===== config.mk =====
export PLATFORM = sky130hd
export DESIGN_NAME = aes_block_fifo_flat
export DESIGN_NICKNAME = d
export VERILOG_FILES = /design/src/rtl/aes_pkg.sv /design/src/rtl/aes_block_fifo_if.sv /design/src/rtl/aes_word_packer.sv /design/src/rtl/aes_block_fifo.sv /design/src/flat_wrapper.sv
export SDC_FILE = /design/constraint.sdc
export NUM_CORES = 1
export LEC_CHECK = 0
export ABC_AREA = 1
export BUFFER_PORTS_ARGS = -buffer_cell sky130_fd_sc_hd__buf_2
export CAP_MARGIN = 20
export CORE_ASPECT_RATIO = 0.8
export CORE_MARGIN = 10
export CORE_UTILIZATION = 44
export CTS_CLUSTER_SIZE = 8
export DETAILED_ROUTE_END_ITERATION = 10
export GPL_TIMING_DRIVEN = 1
export RECOVER_POWER = 25
export SETUP_SLACK_MARGIN = 0.05
export SLEW_MARGIN = 30
export SYNTH_ARGS = -nofsm -noshare
export SYNTH_HDL_FRONTEND = slang
export SYNTH_SLANG_ARGS = --single-unit
export TNS_END_PERCENT = 1

===== constraint.sdc =====
create_clock -name clk -period 20.9 [get_ports clk]
set_input_delay 1.045 -clock clk [delete_from_list [all_inputs] [get_ports clk]]
set_output_delay 1.045 -clock clk [all_outputs]
set_load 0.01 [all_outputs]

===== src/rtl/aes_pkg.sv =====
// Shared AES datapath types and constants for the host-side input buffer.
package aes_pkg;
  localparam int AES_BLOCK_W         = 128;
  localparam int AES_WORD_W          = 32;
  localparam int AES_WORDS_PER_BLOCK = AES_BLOCK_W / AES_WORD_W;

  typedef logic [AES_BLOCK_W-1:0] aes_block_t;
  typedef logic [$clog2(AES_WORDS_PER_BLOCK)-1:0] word_idx_t;

  // One host word offered to the packer; valid is already qualified by the handshake.
  typedef struct packed {
    logic                  valid;
    logic [AES_WORD_W-1:0] data;
  } aes_word_req_t;
endpackage


===== src/rtl/aes_block_fifo_if.sv =====
// Host word handshake plus block-side FWFT signals between host, buffer and aes_decryption.
interface aes_block_fifo_if #(
  parameter int WORD_W = 32,
  parameter int DEPTH  = 4
);
  import aes_pkg::*;
  localparam int CNT_W = $clog2(DEPTH) + 1;

  logic             flush;
  logic [WORD_W-1:0] word_in;
  logic             word_valid;
  logic             word_ready;
  logic             read_fifo;
  aes_block_t       fifo_out;
  logic             is_full;
  logic [CNT_W-1:0] block_count;
  logic             underflow;

  modport master (
    output flush, word_in, word_valid, read_fifo,
    input  word_ready, fifo_out, is_full, block_count, underflow
  );

  modport slave (
    input  flush, word_in, word_valid, read_fifo,
    output word_ready, fifo_out, is_full, block_count, underflow
  );
endinterface


===== src/rtl/aes_word_packer.sv =====
// Gathers four host words into one block; word 0 ends up in the top lane.
module aes_word_packer
  import aes_pkg::*;
(
  input  logic          clk,
  input  logic          rst,
  input  logic          flush,
  input  aes_word_req_t req,
  output word_idx_t     word_cnt,
  output logic          block_valid,
  output aes_block_t    block
);
  localparam int LANES = AES_WORDS_PER_BLOCK - 1;

  // Ascending lane index so lane 0 is the most significant word of the block.
  logic [0:LANES-1][AES_WORD_W-1:0] partial_q;
  word_idx_t                        cnt_q;

  always_ff @(posedge clk or posedge rst) begin
    if (rst) begin
      cnt_q     <= '0;
      partial_q <= '0;
    end else if (flush) begin
      cnt_q     <= '0;
      partial_q <= '0;
    end else if (req.valid) begin
      cnt_q <= cnt_q + 1'b1;
      for (int i = 0; i < LANES; i++)
        if (cnt_q == word_idx_t'(i)) partial_q[i] <= req.data;
    end
  end

  assign word_cnt    = cnt_q;
  assign block_valid = req.valid && (cnt_q == word_idx_t'(LANES));
  assign block       = {partial_q, req.data};
endmodule


===== src/rtl/aes_block_fifo.sv =====
// Block FIFO feeding aes_decryption: packs host words, stores DEPTH blocks, FWFT head output.
module aes_block_fifo
  import aes_pkg::*;
#(
  parameter int WORD_W = 32,
  parameter int DEPTH  = 4
) (
  input  logic              clk,
  input  logic              rst,
  aes_block_fifo_if.slave   bus
);
  localparam int PTR_W = $clog2(DEPTH);
  localparam int CNT_W = PTR_W + 1;

  if (WORD_W != AES_WORD_W) begin : g_bad_word_w
    $error("aes_block_fifo: WORD_W must equal AES_BLOCK_W/4");
  end

  aes_block_t       mem [DEPTH];
  logic [PTR_W-1:0] wr_ptr_q, rd_ptr_q;
  logic [CNT_W-1:0] cnt_q;
  logic             uf_q;

  word_idx_t        word_cnt;
  logic             commit;
  aes_block_t       packed_blk;
  aes_word_req_t    req;
  logic             take, pop, empty, full;

  assign empty = (cnt_q == '0);
  assign full  = (cnt_q == CNT_W'(DEPTH));

  // Ready only looks at registered state, so a pop cannot combinationally open the slot.
  assign bus.word_ready = !((word_cnt == word_idx_t'(AES_WORDS_PER_BLOCK - 1)) && full);
  assign take           = bus.word_valid && bus.word_ready;
  assign pop            = bus.read_fifo && !empty;

  assign req.valid = take && !bus.flush;
  assign req.data  = bus.word_in;

  aes_word_packer u_packer (
    .clk         (clk),
    .rst         (rst),
    .flush       (bus.flush),
    .req         (req),
    .word_cnt    (word_cnt),
    .block_valid (commit),
    .block       (packed_blk)
  );

  always_ff @(posedge clk or posedge rst) begin
    if (rst) begin
      wr_ptr_q <= '0;
      rd_ptr_q <= '0;
      cnt_q    <= '0;
      uf_q     <= 1'b0;
    end else if (bus.flush) begin
      wr_ptr_q <= '0;
      rd_ptr_q <= '0;
      cnt_q    <= '0;
      uf_q     <= 1'b0;
    end else begin
      if (commit) wr_ptr_q <= wr_ptr_q + 1'b1;
      if (pop)    rd_ptr_q <= rd_ptr_q + 1'b1;
      if (bus.read_fifo && empty) uf_q <= 1'b1;
      case ({commit, pop})
        2'b10:   cnt_q <= cnt_q + 1'b1;
        2'b01:   cnt_q <= cnt_q - 1'b1;
        default: cnt_q <= cnt_q;
      endcase
    end
  end

  // Storage is never reset; the head mux forces zero whenever nothing is stored.
  always_ff @(posedge clk) begin
    if (commit) mem[wr_ptr_q] <= packed_blk;
  end

  assign bus.fifo_out    = empty ? '0 : mem[rd_ptr_q];
  assign bus.is_full     = !empty;
  assign bus.block_count = cnt_q;
  assign bus.underflow   = uf_q;
endmodule


===== src/flat_wrapper.sv =====
// flat-port wrapper written by rule: the top's interface ports become plain ports
module aes_block_fifo_flat import aes_pkg::*;
#(
  parameter int WORD_W = 32,
  parameter int DEPTH  = 4
)
  (clk, rst, bus_flush, bus_word_in, bus_word_valid, bus_read_fifo, bus_word_ready, bus_fifo_out, bus_is_full, bus_block_count, bus_underflow);
  aes_block_fifo_if #(.WORD_W(WORD_W), .DEPTH(DEPTH)) bus_i ();
  input  logic clk;
  input  logic rst;
  input wire logic [$bits(bus_i.flush)-1:0] bus_flush;
  input wire logic [$bits(bus_i.word_in)-1:0] bus_word_in;
  input wire logic [$bits(bus_i.word_valid)-1:0] bus_word_valid;
  input wire logic [$bits(bus_i.read_fifo)-1:0] bus_read_fifo;
  output wire logic [$bits(bus_i.word_ready)-1:0] bus_word_ready;
  output wire logic [$bits(bus_i.fifo_out)-1:0] bus_fifo_out;
  output wire logic [$bits(bus_i.is_full)-1:0] bus_is_full;
  output wire logic [$bits(bus_i.block_count)-1:0] bus_block_count;
  output wire logic [$bits(bus_i.underflow)-1:0] bus_underflow;
  assign bus_i.flush = bus_flush;
  assign bus_i.word_in = bus_word_in;
  assign bus_i.word_valid = bus_word_valid;
  assign bus_i.read_fifo = bus_read_fifo;
  assign bus_word_ready = bus_i.word_ready;
  assign bus_fifo_out = bus_i.fifo_out;
  assign bus_is_full = bus_i.is_full;
  assign bus_block_count = bus_i.block_count;
  assign bus_underflow = bus_i.underflow;
  aes_block_fifo #(.WORD_W(WORD_W), .DEPTH(DEPTH)) u_core (.clk(clk), .rst(rst), .bus(bus_i));
endmodule

==> results.sh, run 1 <==
export IMPL_gp_congestion=0.771
export IMPL_antenna_found_initial=2
export IMPL_remaining_drc_errors=0
export IMPL_start_util_pct=44.4
export IMPL_routed_via_density=5.30
export IMPL_drt_iter0_markers=1418
export IMPL_layout_drive_gt1_share_pct=13.8
export IMPL_num_io_pins=171
export IMPL_clk_pin_slew_ps=50
export IMPL_cp_max_fo=162
export IMPL_tightest_slew_ps=1090
export IMPL_rsz0062_at_grt="no"
export IMPL_routed_wl_mm=66.6
export IMPL_cts_sinks=618
export IMPL_crit_arrival_ps=4020
export IMPL_die_w_um=284
export IMPL_die_h_um=231
export IMPL_holdBufCountCts=0
export IMPL_yosys_area_share_adder_pct=0.489
export IMPL_syn_area_um2=24600
export IMPL_dp_hpwl_mm=36.6
export IMPL_path_delay_family="buffers and inverters"
export IMPL_yosysWarnings=0
export IMPL_fmax_ghz=0.197
export IMPL_drtAntennaViolNets=0
export IMPL_ctsRootBufferMaster="clkbuf_16"
export IMPL_ys_types=30
export IMPL_io_buffers=170
export IMPL_area_growth_pct=15.9
export IMPL_synth_edf_count=512
export IMPL_synth_ff_type="edfxtp_1"
export IMPL_async_flop_share_pct=17.2
export IMPL_mostFrequentLayoutCells="nor2_1 (541), edfxtp_1 (512), o21ai_0 (259)"
export IMPL_cp_start_kind="flop"
export IMPL_endpoint_kind="output port"
export IMPL_synth_area_mux_share_pct=0
export IMPL_path_buf_inv=3
export IMPL_postSynthAreaPerCell_um2=11.8
export IMPL_status="finished, final reports clean"
export IMPL_cts_made_buffers=87
export IMPL_final_setup_viol_count=0
export IMPL_synth_seq_cells=618
export IMPL_slowest_stage="buf_4"
export IMPL_coreArea_um2=55300
export IMPL_synth_top_family_by_area="simple AND/OR/NAND/NOR gates"
export IMPL_p_leak_nw=11.1
export IMPL_min_path_type="flop to flop"
export IMPL_post_cts_buffers=0
export IMPL_grt_remaining_overflow=0
export IMPL_multi_input_area_um2=5660
export IMPL_final_hold_viol_count=0
export IMPL_num_rows=77
export IMPL_path_cells="inv_8 -> buf_4 -> o21ai_0 -> a21oi_1 -> buf_2"
export IMPL_max_vdd_ir_drop_mv=0.0513
export IMPL_max_cap_viol_count=0
export IMPL_clk_latency_ps=620
export IMPL_first_pass_iters=5
export IMPL_fillers=4771
export IMPL_track_usage_pct=19.9
export IMPL_synth_compound_area_share_pct=8.00
export IMPL_drt_wirelength_per_cell_um=21.8
export IMPL_grt_max_degree=163
export IMPL_synthXorXnorAreaFrac_pct=0.0356
export IMPL_post_route_util_pct=51.5
export IMPL_seqCellArea_um2=18000
export IMPL_grt_pass1_wl_mm=100
export IMPL_cpPeakStageDelay_ps=830
export IMPL_fin_crit_sh_pct=24.3
export IMPL_power_density_nw_per_um2=97.6
export IMPL_path_class="flop to output port"
export IMPL_fp_dieArea_um2=65700
export IMPL_grt_pass1_vias=15900
export IMPL_vias=16200
export IMPL_cts_tree="yes"
export IMPL_reg2reg_slack_ps=17220
export IMPL_syn_nets=2124
export IMPL_h_tree_depth=3
export IMPL_ctsResizeCount=0
export IMPL_final_common_cell="nor2_1"
export IMPL_skew_ps=16.8
export IMPL_p_total_mw=2.78
export IMPL_setup_tns_ps=0
export IMPL_cp_required_ps=19850
export IMPL_final_nets=2272
export IMPL_min_period_ps=5070
export IMPL_synth_cells=2078
export IMPL_cts_buffer_depth=3
export IMPL_slew_headroom_pct=27.4
export IMPL_yosys_area_share_simple_pct=14.3
export IMPL_yosysSeqAreaShare_pct=73.4
export IMPL_drv_slew=0
-- metrics by stage --
step	instances	hold slack [ps]	cell area, um^2	setup WS, ps
after detailed placement	2886	485	25900	15670
after global placement	2886	492	25800	15710
after CTS	3050	498	28400	15880
final	3052	504	28500	15830
after global routing	3051	521	28500	15610
after floorplan	2078	477	24600	13510
-- logic make-up after synthesis --
kind of cell | Yosys count
adders and majority gates | 9
xor gates and xnor gates | 1
AOI/OAI and AO/OA | 392
DFF | 618
and+or+nand+nor | 873
buffers and inverters | 185
-- cells in the mapped netlist (2+ instances only) --
cell type,number,area [um^2]
a21oi_1,130,651
buf_1,4,15.0
buf_2,42,210
buf_4,29,218
buf_6,6,67.6
clkbuf_1,50,188
clkbuf_8,2,27.5
dfrtp_1,106,2650
edfxtp_1,512,15400
ha_1,8,100
inv_1,49,184
nand2_1,203,762
nand2_2,6,37.5
nand3_1,102,510
nand3_4,4,70.1
nand4_1,3,18.8
nor2_1,549,2060
nor2_2,2,12.5
o21ai_0,259,1300
o21ai_1,2,10.0
-- state kept, by name, indices dropped and copies added, names as in the netlist --
name	cells
u_core.mem	512
u_core.wr_ptr_q	2
u_core.u_packer.block	96
u_core.rd_ptr_q	2
u_core.bus.block_count	3
u_core.u_packer.word_cnt	2
u_core.bus.underflow	1
-- layer usage --
layer	wire, um	part of all wire (%)	track usage (%)
met4	1510	2.3	6.09
met1	29400	44	26.9
met3	4930	7.4	5.04
met2	30800	46	31.5
met5	13	0.020	0
-- worst reg2reg max path, delay by kind of cell (launching register included) --
family,cells,cell delay [ps]
adder cells (fa/ha/maj),1,300
buffers and inverters,2,1670
flip-flops,1,410
AND/OR/NAND/NOR,2,910
-- layout make-up --
type                            count  area share (%)
Sequential cell                   618            63.3
Multi-Input combinational cell   1275            19.9
Clock buffer                      160            8.90
Timing Repair Buffer              192            3.73
Tap cell                          750            3.29
Inverter                           52           0.751
Clock inverter                      4           0.123
Antenna cell                        1         0.00879
-- worst paths after layout --
path                                                          from  cells after the start                                     to
min in group asynchronous                                      rst                      2  u_core.u_packer.block[41]$_DFFE_PP0P_
max                                 u_core.rd_ptr_q[0]$_DFFE_PP0P_                      5                      bus_fifo_out[127]
min                               u_core.bus.underflow$_DFFE_PP0P_                      1       u_core.bus.underflow$_DFFE_PP0P_
max reg2reg                u_core.u_packer.word_cnt[0]$_DFFE_PP0P_                      5           u_core.mem[0][124]$_DFFE_PP_
max in group asynchronous                                      rst                      3         u_core.rd_ptr_q[1]$_DFFE_PP0P_
min reg2reg                       u_core.bus.underflow$_DFFE_PP0P_                      1       u_core.bus.underflow$_DFFE_PP0P_
-- power breakdown --
part | internal, mW | switching [mW]
sequential | 1.37 | 0.0251
clock | 0.810 | 0.498
combinational | 0.0199 | 0.0616
total | 2.19 | 0.585
(Power assumes the default switching activity.)
==> run 2: changes to the inputs <==
- ABC_AREA: 1 -> 0
- clock period: 20.9 -> 4.1 ns (I/O delays scaled with it)
==> run 2 against run 1 <==
Net effect: the flow now finishes with violations (capacitance limit, slew limit); highest routed layer is now met4; critical path type unchanged; first-iteration DRC count fell by 9.6%; die area down 2.9%; routed wire length down 16%; clock skew increased by 11 ps; critical path depth stayed put; sequential share of layout area rose by 0.059 points; worst hold slack got worse by 460 ps; non-clock buffer count grew 39.
==> results.sh, run 2 <==
export IMPL_vias=12500
export IMPL_met2WireLength_mm=26.6
export IMPL_yosysWarnings=0
export IMPL_dp_slack_ps=1560
export IMPL_grt_pass1_wl_mm=85.4
export IMPL_swShare_pct=25.1
export IMPL_pwr_share_comb_pct=14.0
export IMPL_fin_crit_sh_pct=74.5
export IMPL_met3WireLength_mm=3.84
export IMPL_first_pass_iters=5
export IMPL_final_hold_viol_count=0
export IMPL_p_leak_nw=10.1
export IMPL_grt_max_degree=84
export IMPL_worst_r2r_startpoint="u_core.bus.block_count[0]$_DFFE_PP0P_"
export IMPL_p_total_mw=15.8
export IMPL_grt_remaining_overflow=0
export IMPL_min_to="u_core.wr_ptr_q[1]$_DFFE_PP0P_"
export IMPL_synth_most_common_cell="edfxtp_1"
export IMPL_synth_ff_type="edfxtp_1"
export IMPL_num_rows=76
export IMPL_crit_arrival_ps=2850
export IMPL_skew_ps=28.2
export IMPL_violations="capacitance limit, slew limit"
export IMPL_min_period_ps=3050
export IMPL_cpPeakStageDelay_ps=750
export IMPL_syn_nets=1349
export IMPL_clk_latency_ps=640
export IMPL_h_tree_depth=3
export IMPL_max_vdd_ir_drop_mv=0.269
export IMPL_setup_tns_ps=0
export IMPL_cts_sinks=618
export IMPL_r2r_end="u_core.bus.block_count[2]$_DFFE_PP0P_"
export IMPL_dp_hpwl_mm=32.1
export IMPL_routed_wl_mm=56.2
export IMPL_stdcell_count=2321
export IMPL_path_cells="nor3_2 -> inv_4 -> buf_4 -> and2_1 -> buf_2"
export IMPL_synth_top_cell_area_share_pct=64.6
export IMPL_fmax_ghz=0.328
export IMPL_hold_path_depth=5
export IMPL_layout_drive_gt1_share_pct=25.1
export IMPL_holdWs_ps=47.1
export IMPL_p_seq_share_pct=44.1
export IMPL_drtAntennaViolNets=0
export IMPL_fin_ws_ps=1050
export IMPL_clk_pin_slew_ps=50
export IMPL_worstRegToRegCells=6
export IMPL_max_cap_viol_count=1
export IMPL_yosysSeqAreaShare_pct=75.8
export IMPL_cp_required_ps=3890
export IMPL_highest_layer="met4"
export IMPL_slowest_stage="buf_4"
export IMPL_drt_wirelength_per_cell_um=24.2
export IMPL_tightest_slew_ps=1630
export IMPL_pwr_share_clk_pct=41.8
export IMPL_fp_dieArea_um2=63800
export IMPL_rsz0062_at_grt="no"
export IMPL_status="finished, violations left"
export IMPL_cts_made_buffers=87
export IMPL_antenna_found_initial=2
export IMPL_postSynthAreaPerCell_um2=18.3
export IMPL_coreArea_um2=53600
export IMPL_synth_top_cells_by_area="edfxtp_1 (65%), mux4_2 (12%), dfrtp_1 (11%), and2_1 (3.5%), nand2_1 (3.1%)"
export IMPL_remaining_drc_errors=0
export IMPL_ctsResizeCount=0
export IMPL_final_nets=1590
export IMPL_final_common_cell="edfxtp_1"
export IMPL_cts_tree="yes"
export IMPL_slew_headroom_pct=-9.58
export IMPL_io_buffers=170
export IMPL_reg2reg_slack_ps=1630
export IMPL_area_growth_pct=19.6
export IMPL_cp_max_fo=78
export IMPL_track_usage_pct=17.8
export IMPL_netlist_top_cells_count="edfxtp_1 (512), nand2_1 (197), and2_1 (132)"
export IMPL_gp_congestion=0.724
export IMPL_met1_length_mm=24.9
export IMPL_drv_slew=28
export IMPL_synth_cells=1303
export IMPL_die_h_um=228
export IMPL_regMostFlops="u_core.mem"
export IMPL_synth_edf_count=512
export IMPL_placedCellCount=2120
export IMPL_grt_pass1_vias=13000
export IMPL_async_flop_share_pct=17.2
export IMPL_power_switching_mw=3.98
export IMPL_drt_iter0_markers=1282
export IMPL_ys_types=34
export IMPL_cts_buffer_depth=3
export IMPL_endpoint_kind="output port"
export IMPL_num_io_pins=171
export IMPL_p_int_mw=11.9
export IMPL_largest_reg_flops=512
export IMPL_die_w_um=280
export IMPL_mostFrequentLayoutCells="edfxtp_1 (512), nand2_1 (197), buf_2 (136)"
export IMPL_ctsRootBufferMaster="clkbuf_16"
export IMPL_hold_path_startpoint="bus_flush"
export IMPL_start_util_pct=44.4
export IMPL_post_cts_buffers=0
export IMPL_min_path_type="input port to flop"
export IMPL_cp_start_kind="flop"
export IMPL_syn_area_um2=23800
export IMPL_synth_seq_cells=618
export IMPL_routed_via_density=5.38
export IMPL_path_class="flop to output port"
export IMPL_power_density_nw_per_um2=557
export IMPL_synth_top_area_cell="edfxtp_1"
export IMPL_final_setup_viol_count=0
-- run 2: changes by cell type in the layout (fill, tap and decap cells not counted), moves of 7 or more --
cell           change
mux4_2           +128
dlygate4sd3_1     +35
buf_6              -7
buf_2             -34
and2_1           +128
clkbuf_1          +31
nor2_1           -533
nand3_1          -100
inv_1             -43
o21ai_0          -259
a21oi_1           -32
buf_12            +13
-- run 2: logic make-up (layout without fill, tap and decap cells) --
| kind of cell | count (synthesis) | after routing | share of synthesized area [%] |
|---|---|---|---|
| flops | 618 | 618 | 75.8 |
| compound gates | 101 | 101 | 2.27 |
| simple gates | 354 | 354 | 7.19 |
| xor+xnor | 4 | 4 | 0.147 |
| other cells | 0 | 2 | 0 |
| mux | 132 | 132 | 12.3 |
| buf+inv | 85 | 399 | 1.78 |
| fa+ha+maj | 9 | 9 | 0.505 |
-- run 2: cell type report --
class | instances | area [um^2]
Inverter | 6 | 26.3
Clock buffer | 154 | 2430
Clock inverter | 8 | 153
Multi-Input combinational cell | 600 | 5370
Tap cell | 702 | 878
Fill cell | 4350 | 25200
Sequential cell | 618 | 18000
Antenna cell | 2 | 5.00
Timing Repair Buffer | 231 | 1560
-- run 2: what timing repair did --
action | CTS | global route
hold buffers | 35 | 0
endpoints found under the hold margin | 309 | 0
endpoints found under the setup margin | 0 | 0
-- run 2: stage by stage --
| step | utilization (%) | instance area, um^2 |
|---|---|---|
| after detailed placement | 47.6 | 25500 |
| after floorplan | - | 23800 |
| final | 53.1 | 28500 |
| after global routing | 53.1 | 28500 |
| after global placement | 47.6 | 25500 |
| after CTS | 53.0 | 28400 |
-- run 2: critical path: cells and delay by family (launching register included) --
kind | cells | cell delay, ps
buf+inv | 3 | 1280
flops | 1 | 480
simple gates | 2 | 430
-- run 2: worst max path at each step --
stage / slack (ps) / to / startpoint
6_report: 1050 / bus_fifo_out[116] / u_core.bus.block_count[0]$_DFFE_PP0P_
5_1_grt: 800 / bus_fifo_out[116] / u_core.bus.block_count[0]$_DFFE_PP0P_
4_1_cts: 920 / bus_fifo_out[116] / u_core.bus.block_count[0]$_DFFE_PP0P_
3_5_place_dp: 1560 / u_core.bus.block_count[2]$_DFFE_PP0P_ / u_core.bus.block_count[0]$_DFFE_PP0P_
3_3_place_gp: 1620 / u_core.bus.block_count[2]$_DFFE_PP0P_ / u_core.bus.block_count[0]$_DFFE_PP0P_
2_1_floorplan: -490 / u_core.mem[1][0]$_DFFE_PP_ / u_core.bus.block_count[2]$_DFFE_PP0P_
-- run 2: power by group through the flow --
stage	Sequential [mW]	Combinational, mW	Clock (mW)
floorplan	7.04	1.45	0
global placement	7.10	2.26	0
detailed placement	7.11	2.26	0
CTS	6.99	2.30	6.77
global route	7.00	2.43	7.06
finish	6.99	2.23	6.63
-- run 2: layer usage --
metal,track usage (%),up-vias
met3,3.94,81
met2,27.4,399
met1,25.6,6557
met5,0,-
li1,-,5440
met4,4.27,0
==> run 3: changes to the inputs <==
- clock period: 4.1 -> 2.5 ns (I/O delays scaled with it)
==> run 3 against run 2 <==
Net effect: the flow now finishes without violations; via count grew 1.7%; die area is the same; largest power group unchanged; first-iteration DRC count shrank 23%; sequential share of layout area shrank 2.9 points; setup slack lost 1000 ps; critical path depth is the same; clock skew shrank 0.93 ps; highest routed layer unchanged; combinational power grew 130%; sequential power grew 63%; routed wire length grew 1.6%; total power grew 74%; non-clock buffer count grew 49.
==> results.sh, run 3 (synthesis gave the netlist of run 2 again) <==
export IMPL_worst_r2r_startpoint="u_core.u_packer.word_cnt[0]$_DFFE_PP0P_"
export IMPL_drv_slew=0
export IMPL_drt_wirelength_per_cell_um=24.2
export IMPL_routed_wl_mm=57.2
export IMPL_busiest_layer="met2"
export IMPL_num_io_pins=171
export IMPL_gp_congestion=0.727
export IMPL_antenna_found_initial=3
export IMPL_area_growth_pct=25.4
export IMPL_p_leak_nw=10.6
export IMPL_antenna_cells=0
export IMPL_grt_pass1_wl_mm=85.5
export IMPL_endpoint_kind="output port"
export IMPL_min_period_ps=2460
export IMPL_path_delay_family="flip-flops"
export IMPL_dp_slack_ps=263
export IMPL_fin_crit_sh_pct=98.5
export IMPL_coreArea_um2=53600
export IMPL_final_hold_viol_count=0
export IMPL_path_cells="buf_4 -> buf_12 -> mux4_2 -> and2_4 -> buf_2"
export IMPL_worstSetupStartpoint="u_core.rd_ptr_q[0]$_DFFE_PP0P_"
export IMPL_grt_max_degree=107
export IMPL_ctsRootBufferMaster="clkbuf_16"
export IMPL_cts_buffer_depth=3
export IMPL_min_path_type="input port to async pin"
export IMPL_slew_headroom_pct=43.8
export IMPL_tightest_slew_ps=843
export IMPL_h_tree_depth=3
export IMPL_routed_via_density=5.37
export IMPL_remaining_drc_errors=0
export IMPL_final_nets=1639
export IMPL_vias=12700
export IMPL_io_buffers=170
export IMPL_rsz0062_at_grt="yes"
export IMPL_regMostFlops="u_core.mem"
export IMPL_path_class="flop to output port"
export IMPL_drt_iter0_markers=991
export IMPL_mostFrequentLayoutCells="edfxtp_1 (512), nand2_1 (197), mux4_2 (128)"
export IMPL_grtUsageMet1_pct=25.1
export IMPL_drtAntennaViolNets=0
export IMPL_num_rows=76
export IMPL_globalRouteMet3Util_pct=4.15
export IMPL_clk_latency_ps=610
export IMPL_die_h_um=228
export IMPL_start_util_pct=44.4
export IMPL_max_vdd_ir_drop_mv=0.462
export IMPL_cp_required_ps=2380
export IMPL_largest_reg_flops=512
export IMPL_grt_pass1_vias=13500
export IMPL_dp_hpwl_mm=32.7
export IMPL_path_buf_inv=3
export IMPL_slowest_stage="dfrtp_4"
export IMPL_cp_start_kind="flop"
export IMPL_placedCellCount=2146
export IMPL_track_usage_pct=17.7
export IMPL_final_common_cell="edfxtp_1"
export IMPL_max_cap_viol_count=0
export IMPL_p_total_mw=27.5
export IMPL_die_w_um=280
export IMPL_cp_max_fo=10
export IMPL_cts_made_buffers=87
export IMPL_crit_arrival_ps=2340
export IMPL_status="finished, final reports clean"
export IMPL_grt_use_met2_pct=27.3
export IMPL_fp_dieArea_um2=63800
export IMPL_power_density_nw_per_um2=923
export IMPL_cts_tree="yes"
export IMPL_cpPeakStageDelay_ps=530
export IMPL_layout_drive_gt1_share_pct=32.4
export IMPL_fin_ws_ps=37.5
export IMPL_grt_remaining_overflow=0
export IMPL_cts_sinks=618
export IMPL_first_pass_iters=5
export IMPL_stdcell_count=2364
export IMPL_final_setup_viol_count=0
export IMPL_fmax_ghz=0.406
export IMPL_clk_pin_slew_ps=50
export IMPL_skew_ps=27.2
## run 3: cell count changes in the layout (fill, tap and decap cells not counted), sizes merged
cell / change
dlygate4sd3: +1
bufbuf: +1
diode: -2
clkinv: -5
buf: +41
clkbuf: +7
## run 3: where the power goes
group	total (mW)	switching (mW)	internal (mW)	leakage, nW
combinational	5.17	2.42	2.74	3.21
clock	10.9	4.14	6.79	1.22
sequential	11.4	0.155	11.3	6.19
## run 3: worst min-delay path: stages
cell and delay (ps):
dlygate4sd3_1 540, buf_2 140, clkinvlp_4 70, buf_12 420
## run 3: worst paths after layout
path	to	slack [ps]	depth (start not counted)
max in group asynchronous	u_core.u_packer.block[59]$_DFFE_PP0P_	1680	4
min in group clk	u_core.bus.underflow$_DFFE_PP0P_	440	4
hold reg to reg	u_core.bus.underflow$_DFFE_PP0P_	500	2
hold / removal	u_core.u_packer.block[111]$_DFFE_PP0P_	240	4
setup / recovery	bus_fifo_out[125]	40	5
setup reg to reg	u_core.u_packer.block[62]$_DFFE_PP0P_	270	5
## run 3: through the flow
| step | hold WS [ps] | util, % | area [um^2] | setup TNS (ps) |
|---|---|---|---|---|
| floorplan | 224 | - | 23800 | 0 |
| global route | 314 | 55.6 | 29800 | -985 |
| global placement | 362 | 48.3 | 25900 | 0 |
| detailed placement | 361 | 48.3 | 25900 | 0 |
| finish | 236 | 55.6 | 29800 | 0 |
| CTS | 274 | 54.7 | 29300 | -545 |
## run 3: layout make-up
| cell class | instances | area, um^2 |
|---|---|---|
| fill | 4166 | 23800 |
| sequential | 618 | 18000 |
| multi-input combinational | 600 | 5580 |
| timing repair buffer | 280 | 2730 |
| clock buffer | 155 | 2540 |
| tap | 702 | 878 |
| clock inverter | 3 | 32.5 |
| inverter | 6 | 28.8 |
## run 3: timing repair
item,CTS,global route
resized for setup,93,86
buffers inserted,10,3
hold buffers,36,0
cloned,3,8
pin swaps,16,4
hold endpoints to repair,335,0
endpoints found under the setup margin,128,116
## run 3: layer usage
metal / share of wire [%] / wire length (um)
met5: 0 / 0
met4: 1.5 / 841
met3: 5.5 / 3170
met2: 48 / 27200
met1: 45 / 26000
